===== src/rtl/regfile_wb_arbiter_pkg.sv =====
// ---------------------------------------------------------------------------
// regfile_wb_arbiter_pkg
// Shared definitions for the register-file writeback arbiter slice:
//   - register-index and data widths
//   - default exception-pointer / zero register indices and the ALU
//     starvation threshold
//   - requester identifiers used by the arbiter's grant decision
// No ports (package).
// ---------------------------------------------------------------------------
package regfile_wb_arbiter_pkg;

    localparam int REG_W  = 5;
    localparam int DATA_W = 32;

    localparam logic [REG_W-1:0] XP_REG_DEFAULT       = 5'd30;
    localparam logic [REG_W-1:0] ZERO_REG_DEFAULT     = 5'd31;
    localparam logic [2:0]       STARVE_LIMIT_DEFAULT = 3'd4;

    typedef enum logic [1:0] {
        REQ_NONE = 2'd0,
        REQ_XP   = 2'd1,
        REQ_LD   = 2'd2,
        REQ_ALU  = 2'd3
    } req_e;

endpackage


===== src/rtl/regfile_wb_arbiter_if.sv =====
// ---------------------------------------------------------------------------
// regfile_wb_arbiter_if
// Bundles every non-clock signal of the writeback arbiter.
//   master modport : requesters / decode / register-file side (drives
//                    valids, data, reservations and source indices)
//   slave modport  : the arbiter itself (drives readies, hazard and the
//                    register-file write port)
// Signals: xp_valid/xp_wd/xp_ready, ld_valid/ld_addr/ld_wd/ld_ready,
//          alu_valid/alu_addr/alu_wd/alu_ready, rsv_en/rsv_addr,
//          chk_a/chk_b/hazard, rf_werf/rf_wasel/rf_wa/rf_wd.
// Optional macro RF_ARB_FWD_EN adds fwd_a_hit, fwd_b_hit, fwd_data.
// ---------------------------------------------------------------------------
interface regfile_wb_arbiter_if;
    import regfile_wb_arbiter_pkg::*;

    logic              xp_valid;
    logic [DATA_W-1:0] xp_wd;
    logic              xp_ready;

    logic              ld_valid;
    logic [REG_W-1:0]  ld_addr;
    logic [DATA_W-1:0] ld_wd;
    logic              ld_ready;

    logic              alu_valid;
    logic [REG_W-1:0]  alu_addr;
    logic [DATA_W-1:0] alu_wd;
    logic              alu_ready;

    logic              rsv_en;
    logic [REG_W-1:0]  rsv_addr;
    logic [REG_W-1:0]  chk_a;
    logic [REG_W-1:0]  chk_b;
    logic              hazard;

    logic              rf_werf;
    logic              rf_wasel;
    logic [REG_W-1:0]  rf_wa;
    logic [DATA_W-1:0] rf_wd;

`ifdef RF_ARB_FWD_EN
    logic              fwd_a_hit;
    logic              fwd_b_hit;
    logic [DATA_W-1:0] fwd_data;
`endif

    modport master (
        output xp_valid, xp_wd, ld_valid, ld_addr, ld_wd,
        output alu_valid, alu_addr, alu_wd, rsv_en, rsv_addr, chk_a, chk_b,
`ifdef RF_ARB_FWD_EN
        input  fwd_a_hit, fwd_b_hit, fwd_data,
`endif
        input  xp_ready, ld_ready, alu_ready, hazard,
        input  rf_werf, rf_wasel, rf_wa, rf_wd
    );

    modport slave (
        input  xp_valid, xp_wd, ld_valid, ld_addr, ld_wd,
        input  alu_valid, alu_addr, alu_wd, rsv_en, rsv_addr, chk_a, chk_b,
`ifdef RF_ARB_FWD_EN
        output fwd_a_hit, fwd_b_hit, fwd_data,
`endif
        output xp_ready, ld_ready, alu_ready, hazard,
        output rf_werf, rf_wasel, rf_wa, rf_wd
    );

endinterface


===== src/rtl/regfile_wb_arbiter_wb_scoreboard.sv =====
// ---------------------------------------------------------------------------
// wb_scoreboard
// 32-entry pending-write vector used by decode to detect RAW hazards.
// Ports:
//   clk, rst_n          clock, asynchronous active-low reset
//   set_en_i, set_idx_i decode reserves a destination register
//   clr_en_i, clr_idx_i register-file write retiring a destination
//   chk_a_i, chk_b_i    decode source indices to look up
//   mask_a_i, mask_b_i  suppress a source that is being forwarded
//   hazard_o            a looked-up source still has a pending write
// ---------------------------------------------------------------------------
module wb_scoreboard
    import regfile_wb_arbiter_pkg::*;
#(
    parameter logic [REG_W-1:0] ZERO_REG = ZERO_REG_DEFAULT
)(
    input  logic             clk,
    input  logic             rst_n,
    input  logic             set_en_i,
    input  logic [REG_W-1:0] set_idx_i,
    input  logic             clr_en_i,
    input  logic [REG_W-1:0] clr_idx_i,
    input  logic [REG_W-1:0] chk_a_i,
    input  logic [REG_W-1:0] chk_b_i,
    input  logic             mask_a_i,
    input  logic             mask_b_i,
    output logic             hazard_o
);

    logic [31:0] pending_q;
    logic [31:0] pending_d;

    // Clear is applied before set so that a reservation landing on the
    // register being written in the same cycle stays pending; the zero
    // register can never be pending because nothing ever writes it.
    always_comb begin
        pending_d = pending_q;
        if (clr_en_i) begin
            pending_d[clr_idx_i] = 1'b0;
        end
        if (set_en_i && (set_idx_i != ZERO_REG)) begin
            pending_d[set_idx_i] = 1'b1;
        end
        pending_d[ZERO_REG] = 1'b0;
    end

    // Pending vector register.
    always_ff @(posedge clk or negedge rst_n) begin
        if (!rst_n) begin
            pending_q <= '0;
        end else begin
            pending_q <= pending_d;
        end
    end

    // A forwarded source is already satisfied this cycle, so it is masked.
    assign hazard_o = (pending_q[chk_a_i] & ~mask_a_i) |
                      (pending_q[chk_b_i] & ~mask_b_i);

endmodule


===== src/rtl/regfile_wb_arbiter.sv =====
// ---------------------------------------------------------------------------
// regfile_wb_arbiter
// Shares the single register-file write port between the exception XP
// save, memory load return and ALU result, and tracks outstanding
// destinations for decode hazard detection.
// Ports:
//   clk    system clock, rising edge
//   rst_n  asynchronous active-low reset
//   bus    regfile_wb_arbiter_if.slave (requests, readies, reservations,
//          hazard lookup and register-file write port)
// Priority XP > LD > ALU, except that an ALU request stalled for
// STARVE_LIMIT consecutive cycles is ranked first. A grant produces a
// registered write one cycle later.
// Optional macro RF_ARB_FWD_EN: forwarding of the in-flight write to the
// decode sources (fwd_a_hit, fwd_b_hit, fwd_data).
// ---------------------------------------------------------------------------
module regfile_wb_arbiter
    import regfile_wb_arbiter_pkg::*;
#(
    parameter logic [REG_W-1:0] XP_REG       = XP_REG_DEFAULT,
    parameter logic [REG_W-1:0] ZERO_REG     = ZERO_REG_DEFAULT,
    parameter logic [2:0]       STARVE_LIMIT = STARVE_LIMIT_DEFAULT
)(
    input  logic                 clk,
    input  logic                 rst_n,
    regfile_wb_arbiter_if.slave  bus
);

    req_e              grant;
    logic [2:0]        starveCnt_q, starveCnt_d;
    logic              rfWerf_q, rfWerf_d;
    logic              rfWasel_q, rfWasel_d;
    logic [REG_W-1:0]  rfWa_q, rfWa_d;
    logic [DATA_W-1:0] rfWd_q, rfWd_d;
    logic [REG_W-1:0]  wrIdx;
    logic              hitA, hitB;

    // Grant selection; readies are forced low while reset is held.
    always_comb begin
        grant = REQ_NONE;
        if (!rst_n) begin
            grant = REQ_NONE;
        end else if (bus.alu_valid && (starveCnt_q == STARVE_LIMIT)) begin
            grant = REQ_ALU;
        end else if (bus.xp_valid) begin
            grant = REQ_XP;
        end else if (bus.ld_valid) begin
            grant = REQ_LD;
        end else if (bus.alu_valid) begin
            grant = REQ_ALU;
        end
    end

    assign bus.xp_ready  = (grant == REQ_XP);
    assign bus.ld_ready  = (grant == REQ_LD);
    assign bus.alu_ready = (grant == REQ_ALU);

    // Next-state for the starvation counter and the write-port register.
    // Address/data only move on a real write so they hold otherwise; a
    // granted write to the zero register is accepted but never issued.
    always_comb begin
        starveCnt_d = starveCnt_q;
        if (!bus.alu_valid || (grant == REQ_ALU)) begin
            starveCnt_d = '0;
        end else if (starveCnt_q < STARVE_LIMIT) begin
            starveCnt_d = starveCnt_q + 3'd1;
        end

        rfWerf_d  = 1'b0;
        rfWasel_d = rfWasel_q;
        rfWa_d    = rfWa_q;
        rfWd_d    = rfWd_q;
        case (grant)
            REQ_XP: begin
                rfWerf_d  = 1'b1;
                rfWasel_d = 1'b1;
                rfWa_d    = XP_REG;
                rfWd_d    = bus.xp_wd;
            end
            REQ_LD: begin
                if (bus.ld_addr != ZERO_REG) begin
                    rfWerf_d  = 1'b1;
                    rfWasel_d = 1'b0;
                    rfWa_d    = bus.ld_addr;
                    rfWd_d    = bus.ld_wd;
                end
            end
            REQ_ALU: begin
                if (bus.alu_addr != ZERO_REG) begin
                    rfWerf_d  = 1'b1;
                    rfWasel_d = 1'b0;
                    rfWa_d    = bus.alu_addr;
                    rfWd_d    = bus.alu_wd;
                end
            end
            default: begin
            end
        endcase
    end

    // Registered state; reset drops any write that was in flight.
    always_ff @(posedge clk or negedge rst_n) begin
        if (!rst_n) begin
            starveCnt_q <= '0;
            rfWerf_q    <= 1'b0;
            rfWasel_q   <= 1'b0;
            rfWa_q      <= '0;
            rfWd_q      <= '0;
        end else begin
            starveCnt_q <= starveCnt_d;
            rfWerf_q    <= rfWerf_d;
            rfWasel_q   <= rfWasel_d;
            rfWa_q      <= rfWa_d;
            rfWd_q      <= rfWd_d;
        end
    end

    assign bus.rf_werf  = rfWerf_q;
    assign bus.rf_wasel = rfWasel_q;
    assign bus.rf_wa    = rfWa_q;
    assign bus.rf_wd    = rfWd_q;

    // Register actually being written this cycle.
    assign wrIdx = rfWasel_q ? XP_REG : rfWa_q;

`ifdef RF_ARB_FWD_EN
    assign hitA          = rfWerf_q && (wrIdx == bus.chk_a);
    assign hitB          = rfWerf_q && (wrIdx == bus.chk_b);
    assign bus.fwd_a_hit = hitA;
    assign bus.fwd_b_hit = hitB;
    assign bus.fwd_data  = rfWd_q;
`else
    assign hitA = 1'b0;
    assign hitB = 1'b0;
`endif

    wb_scoreboard #(
        .ZERO_REG (ZERO_REG)
    ) u_scoreboard (
        .clk       (clk),
        .rst_n     (rst_n),
        .set_en_i  (bus.rsv_en),
        .set_idx_i (bus.rsv_addr),
        .clr_en_i  (rfWerf_q),
        .clr_idx_i (wrIdx),
        .chk_a_i   (bus.chk_a),
        .chk_b_i   (bus.chk_b),
        .mask_a_i  (hitA),
        .mask_b_i  (hitB),
        .hazard_o  (bus.hazard)
    );

endmodule

===== src/flat_wrapper.sv =====
// flat-port wrapper written by rule: the top's interface ports become plain ports
module regfile_wb_arbiter_flat import regfile_wb_arbiter_pkg::*;
#(
    parameter logic [REG_W-1:0] XP_REG       = XP_REG_DEFAULT,
    parameter logic [REG_W-1:0] ZERO_REG     = ZERO_REG_DEFAULT,
    parameter logic [2:0]       STARVE_LIMIT = STARVE_LIMIT_DEFAULT
)
  (clk, rst_n, bus_xp_valid, bus_xp_wd, bus_ld_valid, bus_ld_addr, bus_ld_wd, bus_alu_valid, bus_alu_addr, bus_alu_wd, bus_rsv_en, bus_rsv_addr, bus_chk_a, bus_chk_b, bus_xp_ready, bus_ld_ready, bus_alu_ready, bus_hazard, bus_rf_werf, bus_rf_wasel, bus_rf_wa, bus_rf_wd);
  regfile_wb_arbiter_if bus_i ();
  input  logic clk;
  input  logic rst_n;
  input wire logic [$bits(bus_i.xp_valid)-1:0] bus_xp_valid;
  input wire logic [$bits(bus_i.xp_wd)-1:0] bus_xp_wd;
  input wire logic [$bits(bus_i.ld_valid)-1:0] bus_ld_valid;
  input wire logic [$bits(bus_i.ld_addr)-1:0] bus_ld_addr;
  input wire logic [$bits(bus_i.ld_wd)-1:0] bus_ld_wd;
  input wire logic [$bits(bus_i.alu_valid)-1:0] bus_alu_valid;
  input wire logic [$bits(bus_i.alu_addr)-1:0] bus_alu_addr;
  input wire logic [$bits(bus_i.alu_wd)-1:0] bus_alu_wd;
  input wire logic [$bits(bus_i.rsv_en)-1:0] bus_rsv_en;
  input wire logic [$bits(bus_i.rsv_addr)-1:0] bus_rsv_addr;
  input wire logic [$bits(bus_i.chk_a)-1:0] bus_chk_a;
  input wire logic [$bits(bus_i.chk_b)-1:0] bus_chk_b;
  output wire logic [$bits(bus_i.xp_ready)-1:0] bus_xp_ready;
  output wire logic [$bits(bus_i.ld_ready)-1:0] bus_ld_ready;
  output wire logic [$bits(bus_i.alu_ready)-1:0] bus_alu_ready;
  output wire logic [$bits(bus_i.hazard)-1:0] bus_hazard;
  output wire logic [$bits(bus_i.rf_werf)-1:0] bus_rf_werf;
  output wire logic [$bits(bus_i.rf_wasel)-1:0] bus_rf_wasel;
  output wire logic [$bits(bus_i.rf_wa)-1:0] bus_rf_wa;
  output wire logic [$bits(bus_i.rf_wd)-1:0] bus_rf_wd;
  assign bus_i.xp_valid = bus_xp_valid;
  assign bus_i.xp_wd = bus_xp_wd;
  assign bus_i.ld_valid = bus_ld_valid;
  assign bus_i.ld_addr = bus_ld_addr;
  assign bus_i.ld_wd = bus_ld_wd;
  assign bus_i.alu_valid = bus_alu_valid;
  assign bus_i.alu_addr = bus_alu_addr;
  assign bus_i.alu_wd = bus_alu_wd;
  assign bus_i.rsv_en = bus_rsv_en;
  assign bus_i.rsv_addr = bus_rsv_addr;
  assign bus_i.chk_a = bus_chk_a;
  assign bus_i.chk_b = bus_chk_b;
  assign bus_xp_ready = bus_i.xp_ready;
  assign bus_ld_ready = bus_i.ld_ready;
  assign bus_alu_ready = bus_i.alu_ready;
  assign bus_hazard = bus_i.hazard;
  assign bus_rf_werf = bus_i.rf_werf;
  assign bus_rf_wasel = bus_i.rf_wasel;
  assign bus_rf_wa = bus_i.rf_wa;
  assign bus_rf_wd = bus_i.rf_wd;
  regfile_wb_arbiter #(.XP_REG(XP_REG), .ZERO_REG(ZERO_REG), .STARVE_LIMIT(STARVE_LIMIT)) u_core (.clk(clk), .rst_n(rst_n), .bus(bus_i));
endmodule

===== config.mk =====
export PLATFORM = sky130hd
export DESIGN_NAME = regfile_wb_arbiter_flat
export DESIGN_NICKNAME = d
export VERILOG_FILES = /design/src/rtl/regfile_wb_arbiter_pkg.sv /design/src/rtl/regfile_wb_arbiter_if.sv /design/src/rtl/regfile_wb_arbiter_wb_scoreboard.sv /design/src/rtl/regfile_wb_arbiter.sv /design/src/flat_wrapper.sv
export SDC_FILE = /design/constraint.sdc
export NUM_CORES = 1
export LEC_CHECK = 0
export ABC_CLOCK_PERIOD_IN_PS = 3000
export CORE_ASPECT_RATIO = 0.5
export CORE_MARGIN = 2
export CORE_UTILIZATION = 44
export CTS_BUF_LIST = sky130_fd_sc_hd__clkbuf_8
export CTS_CLUSTER_DIAMETER = 60
export DETAILED_ROUTE_END_ITERATION = 10
export PLACE_DENSITY = 0.85
export SLEW_MARGIN = 0
export SYNTH_ARGS = -nofsm -noshare
export SYNTH_HDL_FRONTEND = slang
export SYNTH_SLANG_ARGS = --single-unit

===== constraint.sdc =====
create_clock -name clk -period 3 [get_ports clk]
set_input_delay 0.6 -clock clk [delete_from_list [all_inputs] [get_ports clk]]
set_output_delay 0.6 -clock clk [all_outputs]
set_load 0.05 [all_outputs]

==> results.md, run 1 <==
* Outcome: complete, no violations
* Leakage at 0.00262 uW
* Critical Path AT at 2.37 ns
* Cell Pwr Density at 569 nW/um^2
* Setup slack, reg-to-reg at 0.66 ns
* Synthesized area at 4000 sq um
* CP Class: reg -> out
* Max Root-Sink Buffers at 2
* Final Max Tran Viols at 0
* RSZ-0062 raised after global routing: yes
* Worst Tran Pin Value at 0.665 ns
* Max cap viols at 0
* Antenna Violating Nets Remaining at 0
* Syn Inst Count at 385
* #FFs+latches synth at 73
* Vias in the first global route at 4098
* Synth Net Count at 514
* Cell total after placement at 662
* RR Endpoint: u_core.bus.rf_wd[18]
* DRT iter0 DRCs at 375
* Final WL at 13.0 mm
* Die Wd at 139 um
* Fillers at 692
* VDD IR-drop max at 0.412 mV
* Relative slew margins at 55.2%
* Minimum clock period at 2.97 ns
* Setup violators final at 0
* CTS Sinks at 73
* Synth warnings at 0
* Multi-input logic area at 1940 sq um
* Global placement routability congestion at 0.914
* Worst-path clk slew at 0.08 ns
* Pre-antenna DRT Iters at 8
* Final cycle utilization of the critical path at 99.1%
* Tot Pwr at 3490 uW
* HPWL after DPL at 9.65 mm
* R2R depth at 9
* R2r startpoint: u_core.starveCnt_q[0]
* Syn_area_per_cell at 10.4 sq um
* Row count at 24
* Clock buffer count from CTS at 9
* Hold Vio Cnt, Final at 0
* I/O Buffers at 169
* Share of cells above drive strength 1 at 11.5%
* Remaining global-route overflow at 0
* Worst-path maximum fanout at 3
* FF+latch area at 1830 sq um
* Die area at 9920 sq um
* Area grow syn2layout at 53.3%
* DRC errors left at 0
* Vias at 3984
* # IOs at 170
* Worst Setup Start Kind: flop
* Starting Density at 45.6%
* Cell variety after synth at 41
* Worst Path Required at 2.40 ns
* # hold bufs at CTS at 0
* Seq/Total Area, Yosys at 45.6%
* CTS root buffer: clkbuf_8
* Post-DR vias/cell at 5.85
* Worst-skew pair later-pin latency at 0.35 ns
* CTS tree: done
* CP endpoint kind: primary output
* Worst Slack Setup Final at 0.0256 ns
* Diode count at 0
* Fmax at 0.336 GHz
* Initial antenna violation count at 0
* Crit path launch: u_core.u_scoreboard.pending_q[26]
* CP endpoint: bus_hazard
* Final net count at 688
* First-pass GRT wire length at 20.9 mm
* Final cell count without fillers at 681
* Core Area at 8770 sq um
* Clock Skew at 0.00697 ns
* Largest net degree at the start of global routing at 39
* Die extent in y at 71.4 um
* Htree depth at 3
* GR Util All Layers at 26.8%
* Pre-CTS WS at -0.479 ns
* Class of the worst hold path: in -> async
* WL/cell at 19.0 um
[layout by cell type (no fill, tap or decap), drive strengths merged, types with 6 or more instances in the layout]
cell type	netlist	layout
nor2	16	16
nand2	19	19
clkdlybuf4s50	0	156
mux2i	38	38
buf	11	25
o21ai	64	64
mux4	13	13
a21oi	6	6
inv	42	43
dfrtp	73	73
nand3	12	12
a222oi	32	32
clkbuf	13	10
[logic make-up (layout without fill, tap and decap cells)]
logic type	after synthesis	in the layout	synth area share, %
compound gates	119	119	20.2
xor+xnor	1	1	0.219
fa+ha+maj	2	2	0.625
buf+inv	66	245	6.85
flops	73	73	45.6
mux	52	52	17.1
simple gates	72	72	9.41
[flip-flops by register name, indices dropped and copies added, names as in the netlist]
name and cells:
u_core.bus.rf_wa 5, u_core.bus.rf_wasel 1, u_core.bus.rf_wd 32, u_core.bus.rf_werf 1, u_core.starveCnt_q 3, u_core.u_scoreboard.pending_q 31
[synth_stat cells]
cell type / count / area, sq um
or4_1: 1 / 7.51
buf_2: 2 / 10.0
clkbuf_2: 1 / 5.00
or2_2: 1 / 6.26
mux2_2: 1 / 11.3
nor2_1: 16 / 60.1
nor2b_1: 4 / 25.0
a211oi_2: 1 / 12.5
a222oi_1: 32 / 320
nand4_1: 1 / 6.26
a22o_1: 1 / 8.76
nand3b_1: 3 / 22.5
a21oi_1: 6 / 30.0
ha_1: 2 / 25.0
nand4b_1: 5 / 43.8
mux4_2: 13 / 293
dfrtp_1: 73 / 1830
o22ai_1: 5 / 31.3
buf_1: 5 / 18.8
o21ai_0: 64 / 320
a31oi_1: 2 / 12.5
mux2i_1: 38 / 380
inv_1: 40 / 150
o221ai_1: 1 / 8.76
nand2_1: 19 / 71.3
o2111ai_1: 1 / 8.76
xor2_1: 1 / 8.76
inv_2: 2 / 7.51
o311ai_1: 1 / 8.76
a211oi_1: 1 / 7.51
and3_1: 3 / 18.8
a221oi_2: 1 / 15.0
nor2b_4: 1 / 13.8
nand2b_1: 5 / 31.3
buf_4: 2 / 15.0
a21o_1: 1 / 7.51
o31ai_1: 2 / 15.0
or4b_2: 1 / 10.0
clkbuf_1: 12 / 45.0
buf_6: 2 / 22.5
nand3_1: 12 / 60.1
[worst min path at each step]
stage                         startpoint                    to  slack [ns]  cells past startpoint
floorplan                          rst_n   u_core.bus.rf_wa[0]        0.30                      0
global placement     u_core.bus.rf_wd[4]   u_core.bus.rf_wd[4]        0.51                      2
detailed placement  u_core.bus.rf_wd[26]  u_core.bus.rf_wd[26]        0.52                      2
CTS                                rst_n   u_core.bus.rf_wa[0]        0.36                      2
global route                       rst_n   u_core.bus.rf_wd[5]        0.40                      2
finish                             rst_n   u_core.bus.rf_wa[0]        0.37                      2
[report_power, final]
part	switching, uW	internal, uW	leakage (uW)
logic	758	566	0.00173
registers	150	1160	0.000791
clock network	383	468	0.000107
[routing by layer]
metal | vias to the layer above | part of all wire, % | track usage (%) | wire length [um]
met2 | 194 | 50 | 47.2 | 6470
met3 | 33 | 7.3 | 7.35 | 943
li1 | 1802 | - | - | -
met5 | - | 0 | 0 | 0
met4 | 0 | 2.2 | 10.1 | 287
met1 | 1955 | 41 | 32.2 | 5270
[worst max-delay path, stage by stage (launching register included)]
cell and delay (ns):
dfrtp_1 0.42, mux4_2 0.51, o311ai_4 0.34, a21oi_2 0.09, or4_4 0.49, buf_8 0.17
[stage by stage]
step	setup TNS, ns	area, sq um	util (%)	hold slack (ns)
floorplan	0	4000	-	0.304
global placement	-0.452	5870	67.0	0.507
detailed placement	-0.479	5870	67.0	0.515
CTS	0	6110	69.7	0.358
global route	-0.0349	6140	70.0	0.400
finish	0	6140	70.0	0.371
[final cells by class]
class / count / share of cell area, %
repair buffers: 187 / 30.1
inverters: 42 / 2.57
flip-flops and latches: 73 / 29.8
multi-input cells: 246 / 31.6
clock inverters: 7 / 1.57
clock buffers: 9 / 2.02
well taps: 117 / 2.39
[what timing repair did]
action | 4_1_cts | 5_1_grt
buffers inserted | 0 | 3
hold endpoints to repair | 0 | 0
gates resized for setup | 18 | 8
pin swaps | 0 | 2
setup endpoints to repair | 1 | 1
Note: power is estimated with default switching activity, not from simulation.
==> run 2: changes to the inputs <==
--- a/config.mk
+++ b/config.mk
@@ -6,7 +6,6 @@
 export NUM_CORES = 1
 export LEC_CHECK = 0
 export ABC_CLOCK_PERIOD_IN_PS = 3000
-export CORE_ASPECT_RATIO = 0.5
 export CORE_MARGIN = 2
 export CORE_UTILIZATION = 44
 export CTS_BUF_LIST = sky130_fd_sc_hd__clkbuf_8
==> run 2 against run 1 <==
  * Worst hold slack got worse by 0.30 ns
  * Power down 1.9%
  * Combinational power hardly changed
  * Routed wire length increased by 6.0%
  * Setup slack worse by 0.0053 ns
  * Register-to-register slack better by 0.11 ns
  * Largest cell class unchanged
  * Sequential power barely moved
  * Critical path depth unchanged
  * Via count grew 1.2%
  * Clock power down 12%
==> results.md, run 2 (same netlist as run 1, synthesis figures left out) <==
* Placed inst area at 5890 sq um
* CTS tree: done
* Starting Density at 45.7%
* Largest net degree at the start of global routing at 69
* Most common cell after layout, fill and taps aside: clkdlybuf4s50_1
* Diode count at 0
* Remaining global-route overflow at 0
* Worst-path maximum fanout at 3
* Post-DR vias/cell at 5.94
* Die area at 9880 sq um
* RSZ-0062 raised after global routing: yes
* Max cap viols at 0
* Clock Power Share at 21.8%
* Share of cells above drive strength 1 at 12.1%
* Crit path max-delay family: multiplexers
* R2r startpoint: u_core.starveCnt_q[0]
* Switching Fraction at 37.3%
* Crit-path max cell delay at 0.50 ns
* Die extent in y at 99.4 um
* Htree depth at 3
* Clock buffer count from CTS at 9
* GR Util All Layers at 28.4%
* Sequential fraction of design power at 38.7%
* Area grow syn2layout at 54.0%
* Buffer and inverter count on the worst path at 1
* First-pass GRT wire length at 21.8 mm
* Leakage at 0.00267 uW
* CTS Sinks at 73
* Slowest stage cell, crit path: mux4_2
* Initial antenna violation count at 0
* Clock Skew at 0.0104 ns
* Fmax at 0.336 GHz
* R2R depth at 9
* Outcome: complete, no violations
* Critical Path AT at 2.38 ns
* Worst-path cell chain: mux4_2, o311ai_4, o221ai_1, or4_1, buf_6
* Cell Pwr Density at 556 nW/um^2
* Relative slew margins at 42.6%
* Cell total after placement at 655
* Worst Tran Pin Value at 0.861 ns
* # IOs at 170
* CP endpoint kind: primary output
* Design area at 6160 sq um
* Setup slack, reg-to-reg at 0.77 ns
* DRC errors left at 0
* HPWL after DPL at 10.7 mm
* Antenna Violating Nets Remaining at 0
* WL/cell at 20.2 um
* Worst-skew pair later-pin latency at 0.34 ns
* Final hold slack at 0.0701 ns
* Core Area at 8760 sq um
* Final Max Tran Viols at 0
* CP Class: reg -> out
* Max Root-Sink Buffers at 2
* Final cell count without fillers at 679
* Row count at 34
* Pre-antenna DRT Iters at 7
* Worst Path Required at 2.40 ns
* Most frequent cells in the layout: clkdlybuf4s50_1 (157), dfrtp_1 (73), o21ai_0 (63)
* Final cycle utilization of the critical path at 99.3%
* Hold Vio Cnt, Final at 0
* Final WL at 13.7 mm
* Internal power at 2150 uW
* Minimum clock period at 2.98 ns
* Global placement routability congestion at 0.940
* Vias at 4031
* Setup violators final at 0
* RR Endpoint: u_core.bus.rf_wd[21]
* Class of the worst hold path: in -> async
* Final net count at 695
* TNS Setup at 0 ns
* I/O Buffers at 169
* Comb power frac at 39.5%
* CTS root buffer: clkbuf_8
* Worst Setup Start Kind: flop
* Net Sw Power at 1280 uW
* VDD IR-drop max at 0.412 mV
* DRT iter0 DRCs at 323
* Vias in the first global route at 4194
* Max FFs per register at 32
* Die Wd at 99.4 um
* Worst-path clk slew at 0.08 ns
## run 2: metrics by stage
step	setup slack (ns)	power, uW	util, %
detailed placement	-0.444	2650	67.2
global route	-0.0849	3570	70.3
finish	0.0203	3420	70.3
floorplan	0.0612	2060	-
CTS	0.00267	3400	69.6
global placement	-0.404	2610	67.2
## run 2: worst reg2reg max path, stage by stage, from the launching register on
cell and delay, ns:
dfrtp_1 0.40, inv_1 0.06, ha_1 0.21, nand2_1 0.06, o21ai_0 0.08, nand3_1 0.24
inv_2 0.11, a221oi_4 0.49, buf_12 0.28, mux2i_1 0.25
## run 2: metal layers
metal  track usage (%)  up-vias  wire (um)
li1                  -     1813          -
met1              33.4     1960       4840
met2              48.7      228       7050
met3              8.92       30       1380
met4              11.2        0        467
met5                 0        -          0
## run 2: power groups by stage
stage	clock network [uW]	registers, uW	logic (uW)
6_report	746	1330	1350
4_1_cts	753	1320	1320
5_1_grt	794	1340	1430
3_3_place_gp	0	1330	1290
2_1_floorplan	0	1660	397
3_5_place_dp	0	1340	1310
## run 2: worst max-delay path by stage
stage                     depth (start not counted)  slack, ns          to                         startpoint
after floorplan                                   6       0.06  bus_hazard                       bus_chk_a[0]
after global placement                            8      -0.40  bus_hazard                       bus_chk_a[0]
after detailed placement                          8      -0.44  bus_hazard                       bus_chk_a[0]
after CTS                                         8      0.003  bus_hazard                       bus_chk_b[3]
after global routing                              5      -0.08  bus_hazard  u_core.u_scoreboard.pending_q[24]
final                                             5       0.02  bus_hazard  u_core.u_scoreboard.pending_q[26]
## run 2: area by class of cell
type,instances,area [sq um]
Tap cell,108,135
Sequential cell,73,1830
Clock inverter,6,51.3
Multi-Input combinational cell,246,1940
Clock buffer,10,138
Inverter,42,158
Timing Repair Buffer,194,1920
Fill cell,637,2600
## run 2: timing repair
item	4_1_cts	5_1_grt
resized for setup	15	9
hold buffers	0	0
endpoints found under the hold margin	0	0
buffers inserted	0	8
pin swaps	0	3
endpoints found under the setup margin	1	1
==> RTL change, RTL diff (config.mk and constraints of run 2) <==
`DATA_W`: 32 -> 16.
--- a/src/rtl/regfile_wb_arbiter_pkg.sv
+++ b/src/rtl/regfile_wb_arbiter_pkg.sv
@@ -12,3 +12,3 @@
     localparam int REG_W  = 5;
-    localparam int DATA_W = 32;
+    localparam int DATA_W = 16;
 
Interface: changed (resized bus_alu_wd, bus_ld_wd, bus_rf_wd and bus_xp_wd); port bits go from 170 to 106. No check against the original RTL was run, so the function may have changed too.
==> RTL change against run 2 <==
Critical path depth unchanged; wire length decreased by 26%; sequential cell count decreased by 16; power decreased by 30%; synthesized cell count decreased by 18%; worst setup slack improved by 0.013 ns; synthesized area decreased by 18%; design area decreased by 22%; hold slack improved by 0.20 ns; highest routed layer unchanged.
==> RTL change: results (changes against run 2) <==
The type of the most critical hold path is input pin to asynchronous set/reset pin. The number of inserted filler cells in the final layout is 551 (-14%). The maximum number of pins on one net before global-route repair was 45 (-35%). The run gives 45 (+9.8%) as the post-synthesis cell type count. The synthesized net count was 396 (-23%). sky130_fd_sc_hd__o21ai_0 is the most common cell in the netlist. The proportion of layout cells with a drive suffix above 1 came out at 17.8% (+5.7 points).

Port buffer count: 105 (-38%). The cell-internal power is 1580 uW (-26%), and the clock edge transition at the registers on the reported setup and hold paths is 0.06 ns (-0.02 ns). The initial antenna violation count is 0 (unchanged). The launch point of the worst reg-to-reg path was u_core.starveCnt_q[0]$_DFFE_PN0P_.

The met1 layer usage reported by global route is 30.0% (-3.5 points), and the number of H-tree levels is 3 (unchanged). The tools report the total number of nets in the final design as 516 (-26%). The slew at the pin with the worst max-slew slack works out to 1.02 ns (+0.160 ns).

The first-iteration detailed-routing DRC count is 311 (-3.7%), and the number of clock buffers inserted by TritonCTS is 9 (unchanged). The tools report the via count of the first global-routing pass as 3311 (-21%). The proportion of register bits with asynchronous set or reset after synthesis was 100% (unchanged).

Yosys attributes the largest share of cell area to sky130_fd_sc_hd__dfrtp_1 43%, sky130_fd_sc_hd__o21ai_0 10%, sky130_fd_sc_hd__mux4_2 8.9%, sky130_fd_sc_hd__mux2i_1 5.2%, sky130_fd_sc_hd__mux2_2 3.1%. The logs give 0.00190 uW (-29%) for the leakage component of the power and 0.00652 ns (-0.00392 ns) for the clock skew after layout. Clock tree synthesis selected as its root buffer the cell sky130_fd_sc_hd__clkbuf_8. The run gives 25.1% (-3.4 points) as the total global routing track utilization. In the synthesized netlist, the cells that appear most often are 66 x sky130_fd_sc_hd__o21ai_0, 57 x sky130_fd_sc_hd__dfrtp_1, 18 x sky130_fd_sc_hd__inv_1. The run finished with clean final reports. The number of flip-flops under the largest register name came out at 31 (-3.1%). The routed wire length per instance is 18.9 um (-6.8%). The met2 routing resource usage after global routing is 41.2% (-7.5 points).

The wire length of the first global-routing pass is 16300 um (-25%), and the placement-stage cell area is 0.00452 mm^2 (-23%). The largest vdd supply drop was 282 uV (-32%). For the sequential share of the synthesized area, the log shows 43.4% (-2.3 points). The tools report the global routing met3 resource utilization as 8.01% (-0.91 points). Count of yosys warnings during synthesis: 0 (unchanged). The run gives 5 (-2) as the iteration count of the initial detailed-routing pass.

Tracing the worst setup path back leads to its startpoint at u_core.u_scoreboard.pending_q[24]$_DFF_PN0_. The tools report the endpoint of the most critical register-to-register path as u_core.bus.rf_wa[0]$_DFFE_PN0P_. The post-detailed-route via-to-cell ratio was 5.96 (+0.35%); the half-perimeter wire length of the detailed placement result was 7610 um (-29%).

The logs give 0.960 (+2.2%) for the routability-driven placement congestion ratio and 0.67 ns (-0.10 ns) for the worst setup slack for register-to-register paths.
-- RTL change: worst max-delay path, stage by stage, from the launching register on --
cell and delay (ns):
sky130_fd_sc_hd__dfrtp_1 0.41, sky130_fd_sc_hd__mux4_2 0.50, sky130_fd_sc_hd__o311ai_4 0.30, sky130_fd_sc_hd__o221ai_1 0.14
sky130_fd_sc_hd__or4_1 0.50, sky130_fd_sc_hd__buf_6 0.18
-- RTL change: area by class of cell --
type	instances	area [um^2]	area share (%)
Multi-Input combinational cell	223	1740	36.4
Sequential cell	57	1430	29.9
Timing Repair Buffer	126	1240	25.9
Clock buffer	12	165	3.46
Tap cell	99	124	2.59
Inverter	18	67.6	1.41
Clock inverter	3	16.3	0.340
-- RTL change: kinds of logic after synthesis --
family | Yosys count | share of synthesized area (%)
flops | 57 | 43.4
mux | 39 | 17.2
xor+xnor | 1 | 0.266
fa+ha+maj | 2 | 0.761
buf+inv | 35 | 4.64
simple gates | 76 | 13.3
compound gates | 105 | 20.5
-- RTL change: what timing repair did --
| item | CTS | global route |
|---|---|---|
| resized for setup | 17 | 17 |
| setup endpoints to repair | 1 | 1 |
| hold endpoints to repair | 0 | 0 |
| setup buffers | 0 | 5 |
| pin swaps | 0 | 3 |
-- RTL change: metal layers --
layer | vias to the layer above | share of wire (%)
li1 | 1450 | -
met1 | 1529 | 39
met2 | 204 | 49
met3 | 22 | 10
met4 | 0 | 2.5
met5 | - | 0
-- RTL change: power by group through the flow --
stage | registers [uW] | clock network [uW] | logic (uW)
2_1_floorplan | 1120 | 0 | 265
3_3_place_gp | 957 | 0 | 752
3_5_place_dp | 964 | 0 | 767
4_1_cts | 953 | 664 | 773
5_1_grt | 964 | 698 | 837
6_report | 956 | 657 | 785
-- RTL change: per-stage QoR --
step / hold slack, ns / utilization [%] / setup slack, ns / setup TNS (ns) / cells
after floorplan: 0.304 / - / 0.0612 / 0 / 315
after global placement: 0.493 / 62.3 / -0.426 / -0.426 / 518
after detailed placement: 0.499 / 62.3 / -0.474 / -0.474 / 518
after CTS: 0.259 / 65.0 / 0.000498 / 0 / 533
after global routing: 0.276 / 65.9 / -0.0322 / -0.0322 / 538
final: 0.267 / 65.9 / 0.0331 / 0 / 538
